===== src/rtl/gpu_issue_scheduler_if.sv =====
// ---------------------------------------------------------------------------
// gpu_issue_scheduler_if
// Bundles every signal of the issue scheduler except clk/rst.
//   decode side : in_valid/in_ready, in_opcode, in_rd, in_rs1..in_rs3, flush
//   issue bus   : iss_opcode, iss_rd, iss_rs1..iss_rs3 (shared by all units)
//   units       : alu/div/fpu valid+ready pairs, fpu_long
//   writeback   : wb_valid[2:0] (ALU, DIV, FPU), wb_rd (3 packed lanes)
//   status      : illegal_valid, illegal_opcode, stall_cnt
// modport master : the scheduler itself
// modport slave  : the surrounding pipeline (decode, units, writeback)
// ---------------------------------------------------------------------------
interface gpu_issue_scheduler_if #(
  parameter int REG_W = 5,
  parameter int CNT_W = 32
);
  logic                 in_valid;
  logic                 in_ready;
  logic [7:0]           in_opcode;
  logic [REG_W-1:0]     in_rd;
  logic [REG_W-1:0]     in_rs1;
  logic [REG_W-1:0]     in_rs2;
  logic [REG_W-1:0]     in_rs3;
  logic                 flush;

  logic [7:0]           iss_opcode;
  logic [REG_W-1:0]     iss_rd;
  logic [REG_W-1:0]     iss_rs1;
  logic [REG_W-1:0]     iss_rs2;
  logic [REG_W-1:0]     iss_rs3;

  logic                 alu_valid;
  logic                 alu_ready;
  logic                 div_valid;
  logic                 div_ready;
  logic                 fpu_valid;
  logic                 fpu_ready;
  logic                 fpu_long;

  logic [2:0]           wb_valid;
  logic [3*REG_W-1:0]   wb_rd;

  logic                 illegal_valid;
  logic [7:0]           illegal_opcode;
  logic [CNT_W-1:0]     stall_cnt;

  modport master (
    input  in_valid, in_opcode, in_rd, in_rs1, in_rs2, in_rs3, flush,
    input  alu_ready, div_ready, fpu_ready, wb_valid, wb_rd,
    output in_ready, iss_opcode, iss_rd, iss_rs1, iss_rs2, iss_rs3,
    output alu_valid, div_valid, fpu_valid, fpu_long,
    output illegal_valid, illegal_opcode, stall_cnt
  );

  modport slave (
    output in_valid, in_opcode, in_rd, in_rs1, in_rs2, in_rs3, flush,
    output alu_ready, div_ready, fpu_ready, wb_valid, wb_rd,
    input  in_ready, iss_opcode, iss_rd, iss_rs1, iss_rs2, iss_rs3,
    input  alu_valid, div_valid, fpu_valid, fpu_long,
    input  illegal_valid, illegal_opcode, stall_cnt
  );
endinterface


===== src/rtl/gpu_issue_scheduler.sv =====
// ---------------------------------------------------------------------------
// gpu_issue_scheduler
// One-entry issue buffer between warp decode and the execution units.
// The buffered opcode is classified at accept time (ALU / DIV / FPU /
// illegal), a register scoreboard blocks RAW/WAW hazards, and illegal
// opcodes are consumed and reported.
// Ports:
//   clk  - clock
//   rst  - asynchronous active-high reset
//   bus  - gpu_issue_scheduler_if.master (decode handshake, issue bus,
//          unit handshakes, writeback lanes, status outputs)
// ---------------------------------------------------------------------------
module gpu_issue_scheduler #(
  parameter int NUM_REGS = 32,
  parameter int REG_W    = 5,
  parameter int CNT_W    = 32
) (
  input  logic                  clk,
  input  logic                  rst,
  gpu_issue_scheduler_if.master bus
);

  typedef enum logic {ST_EMPTY = 1'b0, ST_FULL = 1'b1} state_t;
  typedef enum logic [1:0] {
    CLS_ALU = 2'd0,
    CLS_DIV = 2'd1,
    CLS_FPU = 2'd2,
    CLS_ILL = 2'd3
  } cls_t;

  function automatic logic in_rng(input logic [7:0] op, input logic [7:0] lo,
                                  input logic [7:0] hi);
    return (op >= lo) && (op <= hi);
  endfunction

  // DIV is tested first because 0x04 sits inside the 0x01-0x06 ALU run.
  function automatic cls_t classify(input logic [7:0] op);
    cls_t cls;
    if (op == 8'h04) begin
      cls = CLS_DIV;
    end else if (in_rng(op, 8'hA0, 8'hAD) || in_rng(op, 8'hB0, 8'hB5)) begin
      cls = CLS_FPU;
    end else if (in_rng(op, 8'h01, 8'h06) || in_rng(op, 8'h10, 8'h12) ||
                 in_rng(op, 8'h20, 8'h24) || in_rng(op, 8'h30, 8'h34) ||
                 in_rng(op, 8'h40, 8'h49) || in_rng(op, 8'h60, 8'h63) ||
                 in_rng(op, 8'h70, 8'h74) || in_rng(op, 8'h80, 8'h81) ||
                 in_rng(op, 8'h90, 8'h92)) begin
      cls = CLS_ALU;
    end else begin
      cls = CLS_ILL;
    end
    return cls;
  endfunction

  function automatic logic rs1_only(input logic [7:0] op);
    return in_rng(op, 8'h05, 8'h06) || in_rng(op, 8'h10, 8'h12) ||
           (op == 8'h23) || in_rng(op, 8'h70, 8'h74) ||
           in_rng(op, 8'hA4, 8'hA8) || in_rng(op, 8'hAC, 8'hAD);
  endfunction

  function automatic logic is_long(input logic [7:0] op);
    return (op == 8'hA3) || in_rng(op, 8'hA6, 8'hA8);
  endfunction

  // Buffer state and decoded attributes
  state_t              state_r;
  cls_t                cls_r;
  logic                long_r;
  logic                use_rs2_r;
  logic                use_rs3_r;
  logic [7:0]          opcode_r;
  logic [REG_W-1:0]    rd_r;
  logic [REG_W-1:0]    rs1_r;
  logic [REG_W-1:0]    rs2_r;
  logic [REG_W-1:0]    rs3_r;

  // Scoreboard and status
  logic [NUM_REGS-1:0] busy_r;
  logic                illegal_valid_r;
  logic [7:0]          illegal_opcode_r;
  logic [CNT_W-1:0]    stall_cnt_r;

  // Combinational control
  logic                full_s;
  logic                hazard_s;
  logic                issuable_s;
  logic                alu_valid_s;
  logic                div_valid_s;
  logic                fpu_valid_s;
  logic                fire_s;
  logic                illegal_consume_s;
  logic                leaving_s;
  logic                in_ready_s;
  logic                accept_s;
  logic [NUM_REGS-1:0] clr_mask_s;
  logic [NUM_REGS-1:0] set_mask_s;
  logic [NUM_REGS-1:0] busy_next_s;

  // Hazard detection, unit valids and the buffer leave/accept decision
  always_comb begin
    full_s            = (state_r == ST_FULL);
    hazard_s          = busy_r[rs1_r] | (use_rs2_r & busy_r[rs2_r]) |
                        (use_rs3_r & busy_r[rs3_r]) | busy_r[rd_r];
    issuable_s        = full_s & ~hazard_s & ~bus.flush;
    alu_valid_s       = issuable_s & (cls_r == CLS_ALU);
    div_valid_s       = issuable_s & (cls_r == CLS_DIV);
    fpu_valid_s       = issuable_s & (cls_r == CLS_FPU);
    fire_s            = (alu_valid_s & bus.alu_ready) |
                        (div_valid_s & bus.div_ready) |
                        (fpu_valid_s & bus.fpu_ready);
    illegal_consume_s = full_s & (cls_r == CLS_ILL) & ~bus.flush;
    leaving_s         = bus.flush | fire_s | illegal_consume_s;
    in_ready_s        = ~full_s | leaving_s;
    accept_s          = bus.in_valid & in_ready_s;
  end

  // Next scoreboard: writeback lanes clear, then an issue sets (set wins)
  always_comb begin
    clr_mask_s = {NUM_REGS{1'b0}};
    for (int i = 0; i < 3; i++) begin
      clr_mask_s[bus.wb_rd[i*REG_W +: REG_W]] =
        clr_mask_s[bus.wb_rd[i*REG_W +: REG_W]] | bus.wb_valid[i];
    end
    set_mask_s        = {NUM_REGS{1'b0}};
    set_mask_s[rd_r]  = fire_s & (rd_r != {REG_W{1'b0}});
    busy_next_s       = (busy_r & ~clr_mask_s) | set_mask_s;
    busy_next_s[0]    = 1'b0;
  end

  // Buffer FSM: load on accept, drain on issue / illegal consume / flush
  always_ff @(posedge clk or posedge rst) begin
    if (rst) begin
      state_r   <= ST_EMPTY;
      cls_r     <= CLS_ILL;
      long_r    <= 1'b0;
      use_rs2_r <= 1'b0;
      use_rs3_r <= 1'b0;
      opcode_r  <= 8'h00;
      rd_r      <= {REG_W{1'b0}};
      rs1_r     <= {REG_W{1'b0}};
      rs2_r     <= {REG_W{1'b0}};
      rs3_r     <= {REG_W{1'b0}};
    end else begin
      case (state_r)
        ST_EMPTY, ST_FULL: begin
          if (accept_s) begin
            state_r   <= ST_FULL;
            cls_r     <= classify(bus.in_opcode);
            long_r    <= is_long(bus.in_opcode);
            use_rs2_r <= ~rs1_only(bus.in_opcode);
            use_rs3_r <= (bus.in_opcode == 8'hA9);
            opcode_r  <= bus.in_opcode;
            rd_r      <= bus.in_rd;
            rs1_r     <= bus.in_rs1;
            rs2_r     <= bus.in_rs2;
            rs3_r     <= bus.in_rs3;
          end else if (leaving_s) begin
            state_r <= ST_EMPTY;
          end
        end
        default: state_r <= ST_EMPTY;
      endcase
    end
  end

  // Scoreboard register
  always_ff @(posedge clk or posedge rst) begin
    if (rst) begin
      busy_r <= {NUM_REGS{1'b0}};
    end else begin
      busy_r <= busy_next_s;
    end
  end

  // Illegal-opcode report and saturating stall counter
  always_ff @(posedge clk or posedge rst) begin
    if (rst) begin
      illegal_valid_r  <= 1'b0;
      illegal_opcode_r <= 8'h00;
      stall_cnt_r      <= {CNT_W{1'b0}};
    end else begin
      illegal_valid_r <= illegal_consume_s;
      if (illegal_consume_s) begin
        illegal_opcode_r <= opcode_r;
      end
      if (full_s && !leaving_s && (stall_cnt_r != {CNT_W{1'b1}})) begin
        stall_cnt_r <= stall_cnt_r + {{(CNT_W-1){1'b0}}, 1'b1};
      end
    end
  end

  assign bus.in_ready       = in_ready_s;
  assign bus.iss_opcode     = opcode_r;
  assign bus.iss_rd         = rd_r;
  assign bus.iss_rs1        = rs1_r;
  assign bus.iss_rs2        = rs2_r;
  assign bus.iss_rs3        = rs3_r;
  assign bus.alu_valid      = alu_valid_s;
  assign bus.div_valid      = div_valid_s;
  assign bus.fpu_valid      = fpu_valid_s;
  assign bus.fpu_long       = fpu_valid_s & long_r;
  assign bus.illegal_valid  = illegal_valid_r;
  assign bus.illegal_opcode = illegal_opcode_r;
  assign bus.stall_cnt      = stall_cnt_r;

endmodule


===== src/flat_wrapper.sv =====
// flat-port wrapper written by rule: the top's interface ports become plain ports
module gpu_issue_scheduler_flat 
#(
  parameter int NUM_REGS = 32,
  parameter int REG_W    = 5,
  parameter int CNT_W    = 32
)
  (clk, rst, bus_in_valid, bus_in_opcode, bus_in_rd, bus_in_rs1, bus_in_rs2, bus_in_rs3, bus_flush, bus_alu_ready, bus_div_ready, bus_fpu_ready, bus_wb_valid, bus_wb_rd, bus_in_ready, bus_iss_opcode, bus_iss_rd, bus_iss_rs1, bus_iss_rs2, bus_iss_rs3, bus_alu_valid, bus_div_valid, bus_fpu_valid, bus_fpu_long, bus_illegal_valid, bus_illegal_opcode, bus_stall_cnt);
  gpu_issue_scheduler_if #(.REG_W(REG_W), .CNT_W(CNT_W)) bus_i ();
  input  logic clk;
  input  logic rst;
  input wire logic [$bits(bus_i.in_valid)-1:0] bus_in_valid;
  input wire logic [$bits(bus_i.in_opcode)-1:0] bus_in_opcode;
  input wire logic [$bits(bus_i.in_rd)-1:0] bus_in_rd;
  input wire logic [$bits(bus_i.in_rs1)-1:0] bus_in_rs1;
  input wire logic [$bits(bus_i.in_rs2)-1:0] bus_in_rs2;
  input wire logic [$bits(bus_i.in_rs3)-1:0] bus_in_rs3;
  input wire logic [$bits(bus_i.flush)-1:0] bus_flush;
  input wire logic [$bits(bus_i.alu_ready)-1:0] bus_alu_ready;
  input wire logic [$bits(bus_i.div_ready)-1:0] bus_div_ready;
  input wire logic [$bits(bus_i.fpu_ready)-1:0] bus_fpu_ready;
  input wire logic [$bits(bus_i.wb_valid)-1:0] bus_wb_valid;
  input wire logic [$bits(bus_i.wb_rd)-1:0] bus_wb_rd;
  output wire logic [$bits(bus_i.in_ready)-1:0] bus_in_ready;
  output wire logic [$bits(bus_i.iss_opcode)-1:0] bus_iss_opcode;
  output wire logic [$bits(bus_i.iss_rd)-1:0] bus_iss_rd;
  output wire logic [$bits(bus_i.iss_rs1)-1:0] bus_iss_rs1;
  output wire logic [$bits(bus_i.iss_rs2)-1:0] bus_iss_rs2;
  output wire logic [$bits(bus_i.iss_rs3)-1:0] bus_iss_rs3;
  output wire logic [$bits(bus_i.alu_valid)-1:0] bus_alu_valid;
  output wire logic [$bits(bus_i.div_valid)-1:0] bus_div_valid;
  output wire logic [$bits(bus_i.fpu_valid)-1:0] bus_fpu_valid;
  output wire logic [$bits(bus_i.fpu_long)-1:0] bus_fpu_long;
  output wire logic [$bits(bus_i.illegal_valid)-1:0] bus_illegal_valid;
  output wire logic [$bits(bus_i.illegal_opcode)-1:0] bus_illegal_opcode;
  output wire logic [$bits(bus_i.stall_cnt)-1:0] bus_stall_cnt;
  assign bus_i.in_valid = bus_in_valid;
  assign bus_i.in_opcode = bus_in_opcode;
  assign bus_i.in_rd = bus_in_rd;
  assign bus_i.in_rs1 = bus_in_rs1;
  assign bus_i.in_rs2 = bus_in_rs2;
  assign bus_i.in_rs3 = bus_in_rs3;
  assign bus_i.flush = bus_flush;
  assign bus_i.alu_ready = bus_alu_ready;
  assign bus_i.div_ready = bus_div_ready;
  assign bus_i.fpu_ready = bus_fpu_ready;
  assign bus_i.wb_valid = bus_wb_valid;
  assign bus_i.wb_rd = bus_wb_rd;
  assign bus_in_ready = bus_i.in_ready;
  assign bus_iss_opcode = bus_i.iss_opcode;
  assign bus_iss_rd = bus_i.iss_rd;
  assign bus_iss_rs1 = bus_i.iss_rs1;
  assign bus_iss_rs2 = bus_i.iss_rs2;
  assign bus_iss_rs3 = bus_i.iss_rs3;
  assign bus_alu_valid = bus_i.alu_valid;
  assign bus_div_valid = bus_i.div_valid;
  assign bus_fpu_valid = bus_i.fpu_valid;
  assign bus_fpu_long = bus_i.fpu_long;
  assign bus_illegal_valid = bus_i.illegal_valid;
  assign bus_illegal_opcode = bus_i.illegal_opcode;
  assign bus_stall_cnt = bus_i.stall_cnt;
  gpu_issue_scheduler #(.NUM_REGS(NUM_REGS), .REG_W(REG_W), .CNT_W(CNT_W)) u_core (.clk(clk), .rst(rst), .bus(bus_i));
endmodule

===== config.mk =====
export PLATFORM = sky130hd
export DESIGN_NAME = gpu_issue_scheduler_flat
export DESIGN_NICKNAME = d
export VERILOG_FILES = /design/src/rtl/gpu_issue_scheduler_if.sv /design/src/rtl/gpu_issue_scheduler.sv /design/src/flat_wrapper.sv
export SDC_FILE = /design/constraint.sdc
export NUM_CORES = 1
export LEC_CHECK = 0
export BUFFER_PORTS_ARGS = -buffer_cell sky130_fd_sc_hd__buf_2
export CAP_MARGIN = 10
export CORE_UTILIZATION = 45
export DETAILED_ROUTE_END_ITERATION = 7
export PLACE_DENSITY_LB_ADDON = 0.1
export SETUP_SLACK_MARGIN = 0.15
export SLEW_MARGIN = 20
export SYNTH_ARGS = -nofsm -noshare
export SYNTH_HDL_FRONTEND = slang
export SYNTH_SLANG_ARGS = --single-unit

===== constraint.sdc =====
create_clock -name clk -period 3.41 [get_ports clk]
set_input_delay 0.1705 -clock clk [delete_from_list [all_inputs] [get_ports clk]]
set_output_delay 0.1705 -clock clk [all_outputs]
set_load 0.005 [all_outputs]

# After elaboration in Yosys (flattened, before gate mapping)
# Memories as Yosys holds them, arrays and structs flattened.
# Cells that the tools add are included.
# Widths: inputs -> output; s select.
# classes
n_reduce_logical	40
n_mux	28
eq_ne	8
n_bitwise	35
n_addsub	1
magnitude_cmp	38
# ops
operator	n
$and 32x32->32	3
$bwmux 32	2
$ge 8x8->1 const B	7
$lt 5x6->1 const B	7
$le 8x8->1 const B	5
$add 32x1->32 const B	1
$ne 32x32->1 const B	1
$not 32->32	1
$or 32x32->32	1
$bmux 1 s5	6
$ge 8x7->1 const B	3
$le 8x7->1 const B	3
$logic_and 1x1->1	21
$demux 1 s5	4
$ge 5x1->1 const B	4
$eq 8x8->1 const B	2
$ge 8x6->1 const B	2
$le 8x6->1 const B	2
$and 1x1->1	15
$logic_or 1x1->1	15
$mux 1	13
$or 1x1->1	11
$eq 8x3->1 const B	1
$eq 8x6->1 const B	1
other kinds (13)	19
# word_totals
elab_cells	165
out_inout_bits	74
rom_bits	32
ff_bits	106
mem_count	1
inputBits	53
# mem_list
name	words	width	read_ports	rd_ports_with_merged_regs	write_ports	line_no	rtl
(name not given)	32	1	1	0	0	gpu_issue_scheduler.sv:122	clr_mask_s[bus.wb_rd[i*REG_W +: REG_W]] | bus.wb_valid[i];

# Longest topological paths before layout
# Gate-level depths: netlist of the first run.
# depth
ltp_word	18
mapped_depth	13
mapped_depth_nobuf	9

# Worst setup path after synthesis of the first run
# OpenSTA, ideal clock, no wires.
# synth_timing
path_type	register to register
start	register u_core.rs2_r[0] (netlist: u_core.bus.iss_rs2[0])
end	register u_core.opcode_r[0] (netlist: u_core.bus.iss_opcode[0])
required_ns	3.285
path_buffers	3
setup_time_ns	0.125
stages_incl_launch_ff	11
setup_slack_ns	0.628
arrival_ns	2.657
period_less_slack_ns	2.782
path_cell_list	dfrtp_1 -> buf_4 -> mux4_2 -> mux4_2 -> mux2i_1 -> o22a_2 -> a221o_4 -> nand2_1 -> buf_6 -> buf_6 -> mux2_4
# synth_via
elab_chain_len	17
elab_cells_between_ends	21
classes_between	mux (2); bitwise (19)
# synth_rtl
item	line_no	rtl
start: declaration	gpu_issue_scheduler.sv:74	logic [REG_W-1:0] rs2_r;
start signal: assignment	gpu_issue_scheduler.sv:141	rs2_r <= {REG_W{1'b0}};
start signal: assignment	gpu_issue_scheduler.sv:155	rs2_r <= bus.in_rs2;
$bmux 1 s5 *	gpu_issue_scheduler.sv:102	hazard_s = busy_r[rs1_r] | (use_rs2_r & busy_r[rs2_r]) |
$mux 1 (implied by the code) *	gpu_issue_scheduler.sv:102	
$and 1x1->1 *	gpu_issue_scheduler.sv:102	
$or 1x1->1 * (2 in a row)	gpu_issue_scheduler.sv:102	
$or 1x1->1 *	gpu_issue_scheduler.sv:103	(use_rs3_r & busy_r[rs3_r]) | busy_r[rd_r];
$not 1->1 *	gpu_issue_scheduler.sv:104	issuable_s = full_s & ~hazard_s & ~bus.flush;
$and 1x1->1 * (2 in a row)	gpu_issue_scheduler.sv:104	
$and 1x1->1 (on tied branches)	gpu_issue_scheduler.sv:105, gpu_issue_scheduler.sv:106	
$and 1x1->1 (on tied branches)	gpu_issue_scheduler.sv:108, gpu_issue_scheduler.sv:109	
$or 1x1->1	gpu_issue_scheduler.sv:108	fire_s = (alu_valid_s & bus.alu_ready) |
$or 1x1->1 *	gpu_issue_scheduler.sv:109	(div_valid_s & bus.div_ready) |
$or 1x1->1 * (2 in a row)	gpu_issue_scheduler.sv:112	leaving_s = bus.flush | fire_s | illegal_consume_s;
$or 1x1->1 *	gpu_issue_scheduler.sv:113	in_ready_s = ~full_s | leaving_s;
net bus_in_ready	flat_wrapper.sv:24	output wire logic [$bits(bus_i.in_ready)-1:0] bus_in_ready;
$and 1x1->1 *	gpu_issue_scheduler.sv:114	accept_s = bus.in_valid & in_ready_s;
end signal: assignment	gpu_issue_scheduler.sv:152	opcode_r <= bus.in_opcode;
end: declaration	gpu_issue_scheduler.sv:71	logic [7:0] opcode_r;
# The timed path passes the listed nets; every way through them passes the cells marked *. The select of a mux whose other input is x is not followed.
# A chain may end at the register's enable or synchronous reset.

# Final worst setup path of the first run
# layout_timing
start	register u_core.rs3_r[1] (netlist: u_core.bus.iss_rs3[1])
end	register u_core.rd_r[4] (netlist: u_core.bus.iss_rd[4])
# layout_via
elab_chain_len	16
elab_cells_between_ends	20
classes_between	mux (2); bitwise (18)
# layout_rtl
item	line_no	rtl
start: declaration	gpu_issue_scheduler.sv:75	logic [REG_W-1:0] rs3_r;
start signal: assignment	gpu_issue_scheduler.sv:142	rs3_r <= {REG_W{1'b0}};
start signal: assignment	gpu_issue_scheduler.sv:156	rs3_r <= bus.in_rs3;
$bmux 1 s5 *	gpu_issue_scheduler.sv:103	
$mux 1 (implied by the code) *	gpu_issue_scheduler.sv:103	
$and 1x1->1 *	gpu_issue_scheduler.sv:103	
$or 1x1->1 *	gpu_issue_scheduler.sv:102	
$or 1x1->1 *	gpu_issue_scheduler.sv:103	
$not 1->1 *	gpu_issue_scheduler.sv:104	
$and 1x1->1 * (2 in a row)	gpu_issue_scheduler.sv:104	
$and 1x1->1 (on tied branches)	gpu_issue_scheduler.sv:105, gpu_issue_scheduler.sv:106	
$and 1x1->1 (on tied branches)	gpu_issue_scheduler.sv:108, gpu_issue_scheduler.sv:109	
$or 1x1->1	gpu_issue_scheduler.sv:108	
$or 1x1->1 *	gpu_issue_scheduler.sv:109	
$or 1x1->1 * (2 in a row)	gpu_issue_scheduler.sv:112	
$or 1x1->1 *	gpu_issue_scheduler.sv:113	
$and 1x1->1 *	gpu_issue_scheduler.sv:114	
end signal: assignment	gpu_issue_scheduler.sv:139	rd_r <= {REG_W{1'b0}};
end signal: assignment	gpu_issue_scheduler.sv:153	rd_r <= bus.in_rd;
end: declaration	gpu_issue_scheduler.sv:72	logic [REG_W-1:0] rd_r;
# Every way passes the cells marked *; elsewhere a longest branch is shown, timed or not. The select of a mux whose other input is x is not followed.

==> results of run 1 <==
==> kinds of logic after synthesis <==
kind of cell,count (synthesis)
compound gates,181
xor+xnor,38
fa+ha+maj,1
buf+inv,79
flops,106
mux,84
simple gates,361
==> critical path: cells and delay by family, from the launching register on <==
kind                   cells  cell delay [ns]
AO/OA/AOI/OAI              2             0.65
buffers and inverters      1             0.21
flip-flops                 1             0.60
multiplexers               5             1.29
AND/OR/NAND/NOR            1             0.24
==> per-stage QoR <==
stage	cells	instance area [sq um]	utilization (%)
2_1_floorplan	850	7890	-
5_1_grt	1189	9040	52.6
6_report	1189	9040	52.6
3_5_place_dp	1170	8700	50.7
3_3_place_gp	1170	8700	50.7
4_1_cts	1187	9020	52.5
==> where the power goes <==
part	switching (mW)	leakage (nW)	internal (mW)
sequential	0.237	1.38	1.41
combinational	0.461	2.31	0.454
clock	0.476	0.149	0.591
==> registers in the layout, indices dropped and copies added, names as in the netlist, 2 cells and up <==
name,flops
u_core.bus.iss_opcode,8
u_core.bus.iss_rs2,5
u_core.bus.iss_rd,5
u_core.bus.illegal_opcode,8
u_core.cls_r,2
u_core.busy_r,31
u_core.bus.stall_cnt,32
u_core.bus.iss_rs3,5
u_core.bus.iss_rs1,5
==> layer usage <==
| metal | track usage [%] | up-vias |
|---|---|---|
| li1 | - | 3406 |
| met1 | 39.6 | 3535 |
| met2 | 40.3 | 294 |
| met3 | 6.88 | 35 |
| met4 | 5.37 | 0 |
| met5 | 0 | - |
==> path summary, 6_finish.rpt <==
path                       cells past startpoint  slack (ns)                           end
min                                            2        0.04         u_core.bus.iss_rs2[2]
max                                            9        0.31          u_core.bus.iss_rd[4]
max reg2reg                                    9        0.31          u_core.bus.iss_rd[4]
max in group asynchronous                      4        2.11               u_core.cls_r[1]
min in group asynchronous                      3        0.54         u_core.bus.iss_rs2[2]
min reg2reg                                    2        0.47  u_core.bus.illegal_opcode[5]
==> timing repair <==
action / CTS / global route
endpoints found under the hold margin: 12 / 0
setup endpoints to repair: 1 / 2
gates resized for setup: 2 / 1
pin swaps: 0 / 0
setup buffers: 0 / 2
hold buffers: 1 / 0
==> cell type report <==
| class | instances | area [sq um] | share of cell area (%) |
|---|---|---|---|
| clock buffer | 10 | 239 | 2.64 |
| clock inverter | 6 | 65.1 | 0.720 |
| inverter | 17 | 66.3 | 0.734 |
| multi-input combinational | 665 | 4800 | 53.1 |
| sequential | 106 | 2660 | 29.4 |
| tap | 225 | 282 | 3.11 |
| timing repair buffer | 160 | 926 | 10.2 |
==> cells in the final DEF (no fill, tap or decap), types with 10 or more instances in the layout <==
cell type | netlist | layout
a21oi_1 | 18 | 18
a31oi_1 | 14 | 14
a32oi_1 | 24 | 24
and3_1 | 10 | 10
buf_2 | 18 | 126
buf_4 | 9 | 30
dfrtp_1 | 104 | 102
inv_1 | 15 | 14
mux2_2 | 30 | 30
mux2_4 | 10 | 10
mux2i_1 | 17 | 17
mux4_2 | 27 | 27
nand2_1 | 120 | 119
nand3_1 | 46 | 46
nand3b_1 | 11 | 11
nand4_1 | 22 | 22
nor2_1 | 62 | 62
nor3_1 | 22 | 22
o21ai_0 | 34 | 34
o21ai_1 | 10 | 10
o22ai_1 | 11 | 11
o31ai_1 | 11 | 11
xnor2_1 | 31 | 31
==> flow_summary.ini, run 1 <==
[run_status]
status = finished clean

[timing]
rsz0062_at_grt = false
setup_viol_count_final = 0
layout_setup_ws_ns = 0.310
max_freq_mhz = 323
skew_ns = 0.00944
fin_setup_tns_ns = 0
tightestPinTransition_ns = 0.968
worst_hold_slack_ns = 0.0369
finalCritPeriodShare_pct = 90.9
min_period_ns = 3.10
maxSlewViolCount = 0
relSlewSlack_pct = 35.2
timing_hold_violations_final = 0

[flow_run]
drv_cap = 0

[yosys]
synth_edf_count = 0
synth_warnings = 0
syn_nets = 904
syn_area_per_cell_sq_um = 9.28
synth_xor_area_share_pct = 4.22
yosysSeqAreaShare_pct = 33.7
synth.top_cells.by_count = nand2_1 (120), dfrtp_1 (104), nor2_1 (62)
synth_top_family_by_area = simple AND/OR/NAND/NOR gates
synth_top_area_cell = dfrtp_1
synth.area.mux_share_pct = 16.1
yosys-top-cells-area = dfrtp_1 (33%), mux4_2 (7.7%), nand2_1 (5.7%)
synth_compound_area_share_pct = 16.2
synth_cell_types = 86
synth-async-reset-ratio_pct = 100
synth-seq-cells = 106
synth_top_area_share_pct = 33.0
synthAdderAreaFrac_pct = 0.159
synth-main-ff-cell = dfrtp_1
synth_simple_gate_area_share_pct = 24.1
netlist_area_sq_um = 7890
synthMostInstantiatedCell = nand2_1
synth_cells = 850

[floorplan]
core_sq_um = 17200
start_util_pct = 45.9
ioPinCount = 127
die_h_um = 134
die_area_sq_um = 18100
num_rows = 48
dieWidth_um = 134

[worst_setup_path]
end_kind = register
arrival_ns = 3.34
path_class = register to register
crit_required_ns = 3.65
worstPathMaxFanout = 17
crit_slowest_cell = dfrtp_1
cp-startpoint = u_core.bus.iss_rs3[1]
slowest_delay_ns = 0.60
r2r-start = u_core.bus.iss_rs3[1]
path_common_cell = mux2i_1
setup.worst_path.start_class = register
path_cells = mux2i_1 -> mux4_2 -> mux2i_1 -> mux2i_1 -> o22a_2 -> a221o_4 -> nand2_2 -> buf_12 -> mux2_2

[global_route]
grt_pass1_vias = 6656
grt_pass1_wl_mm = 37.9
antenna_found_initial = 0
track_usage_pct = 27.1
grt_max_degree = 65
grt_overflow = 0

[route]
wl_met3_mm = 1.89
drtIter0Drc = 726
wirelength_mm = 23.8
routed.top_layer = met4
wl_met2_mm = 10.5
met1_length_mm = 11.1
ant_nets = 0
routed_via_density = 6.11
vias = 7270
wl_per_cell_um = 20.0
drc = 0
firstDrtPassIters = 5

[min_path]
hold_path_class = input port to register
worstHoldStart = bus_in_rs2[2]

[layout]
nFillCells = 1652
drive_above_1_share_pct = 28.6
insertedDiodeCount = 0
final_nets = 1013
area_delta_synth_final_pct = 14.6

[clock_tree]
cts_tree = done
clockBufferDepth = 2
clk_latency_ns = 0.36
h-tree-depth = 3
clk_pin_slew_worst_paths_ns = 0.07
cts_root_buffer = clkbuf_16
cts_sinks = 106
cts_made_buffers = 9

[place]
gp_congestion = 0.897
preCtsSetupSlack_ns = 0.289
portBuffers = 126
hpwlAfterDp_mm = 18.0

[power_and_ir_drop]
p_leak_nw = 3.84
peakVddDrop_uv = 402
power_mw = 3.63
p_per_area_nw_per_um2 = 401
Note: power is estimated with default switching activity, not from simulation.
==> run 2, diff against run 1 <==
--- a/config.mk
+++ b/config.mk
@@ -5,6 +5,7 @@
 export SDC_FILE = /design/constraint.sdc
 export NUM_CORES = 1
 export LEC_CHECK = 0
+export ABC_AREA = 1
 export BUFFER_PORTS_ARGS = -buffer_cell sky130_fd_sc_hd__buf_2
 export CAP_MARGIN = 10
 export CORE_UTILIZATION = 45
==> run 2 against run 1 <==
Against the previous run: non-clock buffer count up 21; critical path type is now register to output pin; clock power about the same; worst setup slack worse by 0.015 ns; sequential share of layout area down 3.0 points; fmax down 0.50%; worst hold slack worse by 0.0079 ns; combinational power up 46%; core utilization up 0.96 points; count of clock-buffer cells in the layout unchanged; routed wire length up 21%; global-route usage up 2.1 points.
==> flow_summary.ini, run 2 <==
[layout]
multi_input_area_sq_um = 5140
seqCellArea_sq_um = 2660
area_delta_synth_final_pct = 16.6
final_cell_mix = nand2_1 (431), nor2_1 (178), nand3_1 (171)
largest_reg_flops = 32
final_common_cell = nand2_1
drive_above_1_share_pct = 14.5
finalInstanceArea_sq_um = 10100
insertedDiodeCount = 0
nFillCells = 1961
final_nets = 1613

[worst_setup_path]
path_common_cell = o21ai_0
arrival_ns = 2.95
crit_slowest_cell = dfrtp_2
setup.worst_path.start_class = register
end_kind = output pin
path_cells = buf_4 -> a21oi_1 -> o21ai_0 -> o21ai_0 -> o211ai_1 -> o21ai_0 -> inv_1 -> o211ai_1 -> nor2_4 -> nand2_1 -> nor2_1 -> nor2_2 -> nand2_2 -> buf_12 -> buf_2
crit_buf_inv = 4
cpLargestDelayFamily = compound AO/OA/AOI/OAI gates
worstPathMaxFanout = 20
slowest_delay_ns = 0.45
path_class = register to output pin
crit_required_ns = 3.24

[floorplan]
core_sq_um = 18800
die_area_sq_um = 19700
dieWidth_um = 140
num_rows = 50
start_util_pct = 45.9
ioPinCount = 127
die_h_um = 140

[power_and_ir_drop]
p_per_area_nw_per_um2 = 403
power_mw = 4.05
peakVddDrop_uv = 276
p_leak_nw = 5.26

[timing]
max_freq_mhz = 321
maxSlewViolCount = 0
finalCritPeriodShare_pct = 91.4
tightestPinTransition_ns = 0.809
worst_hold_slack_ns = 0.0290
layout_setup_ws_ns = 0.294
rsz0062_at_grt = true
relSlewSlack_pct = 46.1
min_period_ns = 3.12
fin_setup_tns_ns = 0
skew_ns = 0.0175
timing_hold_violations_final = 0
setup_viol_count_final = 0

[clock_tree]
cts_root_buffer = clkbuf_16
cts_sinks = 106
clk_pin_slew_worst_paths_ns = 0.08
cts_made_buffers = 9
clockBufferDepth = 2
clk_latency_ns = 0.37
h-tree-depth = 3
cts_tree = done

[yosys]
synth_edf_count = 0
synth_cell_types = 43
netlist_area_sq_um = 8620
synth_top_area_share_pct = 30.2
synth-seq-cells = 106
synth-main-ff-cell = dfrtp_1
synth-async-reset-ratio_pct = 100
synth_warnings = 0
synth.top_cells.by_count = nand2_1 (431), nor2_1 (179), nand3_1 (171)
synthMostInstantiatedCell = nand2_1
synth_top_area_cell = dfrtp_1
synth_cells = 1421
yosysSeqAreaShare_pct = 30.8
syn_area_per_cell_sq_um = 6.07
syn_nets = 1475
yosys-top-cells-area = dfrtp_1 (30%), nand2_1 (19%), nand3_1 (9.9%)

[route]
routed_via_density = 5.46
routed.top_layer = met4
wirelength_mm = 28.8
wl_per_cell_um = 16.0
firstDrtPassIters = 5
wl_met3_mm = 1.77
wl_met2_mm = 13.5
drc = 0
met1_length_mm = 13.2
drtIter0Drc = 796
vias = 9815
ant_nets = 0

[min_path]
hold_path_class = input port to register

[flow_run]
drv_cap = 0

[place]
portBuffers = 126
gp_congestion = 0.897
dpl_cell_area_sq_um = 9560
preCtsSetupSlack_ns = 0.277
hpwlAfterDp_mm = 21.4

[global_route]
grt_overflow = 0
track_usage_pct = 29.2
antenna_found_initial = 0
grt_pass1_vias = 8778
grt_pass1_wl_mm = 46.0
grt_max_degree = 60

[run_status]
status = finished clean
[run 2: cell count changes after synthesis, sizes merged, moves of 18 or more]
cell | previous run | this run
a21oi | 18 | 44
a32oi | 24 | 0
inv | 15 | 145
mux2 | 40 | 0
mux4 | 27 | 0
nand2 | 121 | 435
nand3 | 47 | 173
nand4 | 23 | 41
nor2 | 64 | 183
o21ai | 44 | 113
xnor2 | 31 | 6
[run 2: per-stage QoR]
| stage | utilization, % | cells |
|---|---|---|
| 6_report | 53.6 | 1798 |
| 5_1_grt | 53.6 | 1798 |
| 4_1_cts | 52.7 | 1781 |
| 3_5_place_dp | 50.9 | 1762 |
| 3_3_place_gp | 50.9 | 1762 |
| 2_1_floorplan | - | 1421 |
[run 2: logic make-up (layout without fill, tap and decap cells)]
kind of cell / count (synthesis) / after routing / share of synthesized area [%]
and+or+nand+nor: 869 / 869 / 42.5
DFF: 106 / 106 / 30.8
AOI/OAI and AO/OA: 212 / 212 / 13.8
xor gates and xnor gates: 30 / 30 / 3.05
adders and majority gates: 1 / 1 / 0.145
buffers and inverters: 203 / 346 / 9.71
[run 2: tightest hold or removal path: stages]
cell     delay (ns)
buf_2          0.08
nand3_1        0.06
nand2_1        0.06
[run 2: timing repair]
item | 4_1_cts | 5_1_grt
pin swaps | 0 | 2
endpoints found under the hold margin | 56 | 0
hold buffers | 1 | 0
resized for setup | 2 | 10
cloned | 0 | 3
endpoints found under the setup margin | 1 | 87
setup buffers | 2 | 14
[run 2: report_power, final]
group          leakage [nW]  internal (mW)  total, mW  switching (mW)
Clock                 0.142          0.515       1.04           0.528
Combinational          3.71          0.501       1.34           0.843
Sequential             1.40           1.44       1.67           0.230
[run 2: cell type report]
type / count / share of cell area [%]
Multi-Input combinational cell: 1112 / 51.1
Sequential cell: 106 / 26.4
Clock buffer: 10 / 2.28
Inverter: 147 / 5.62
Clock inverter: 6 / 0.622
Timing Repair inverter: 2 / 0.0995
Timing Repair Buffer: 181 / 10.9
Tap cell: 234 / 2.91
[run 2: path summary, 6_finish.rpt]
path / startpoint / end / slack, ns / depth (start not counted)
worst min register to register: u_core.bus.illegal_opcode[5] / u_core.bus.illegal_opcode[5] / 0.47 / 2
min in group asynchronous: rst / u_core.bus.illegal_opcode[1] / 0.50 / 3
worst max-delay path: u_core.bus.iss_rs1[0] / bus_in_ready / 0.29 / 15
max in group asynchronous: rst / u_core.bus.stall_cnt[21] / 2.19 / 4
worst min-delay path: bus_in_rs1[3] / u_core.bus.iss_rs1[3] / 0.03 / 3
worst max register to register: u_core.bus.iss_rs1[0] / u_core.bus.stall_cnt[23] / 0.38 / 17
[run 2: metal layers]
metal | vias to the layer above | track usage [%]
met5 | - | 0
met3 | 30 | 3.32
met2 | 371 | 47.3
li1 | 4955 | -
met4 | 0 | 6.77
met1 | 4459 | 41.6
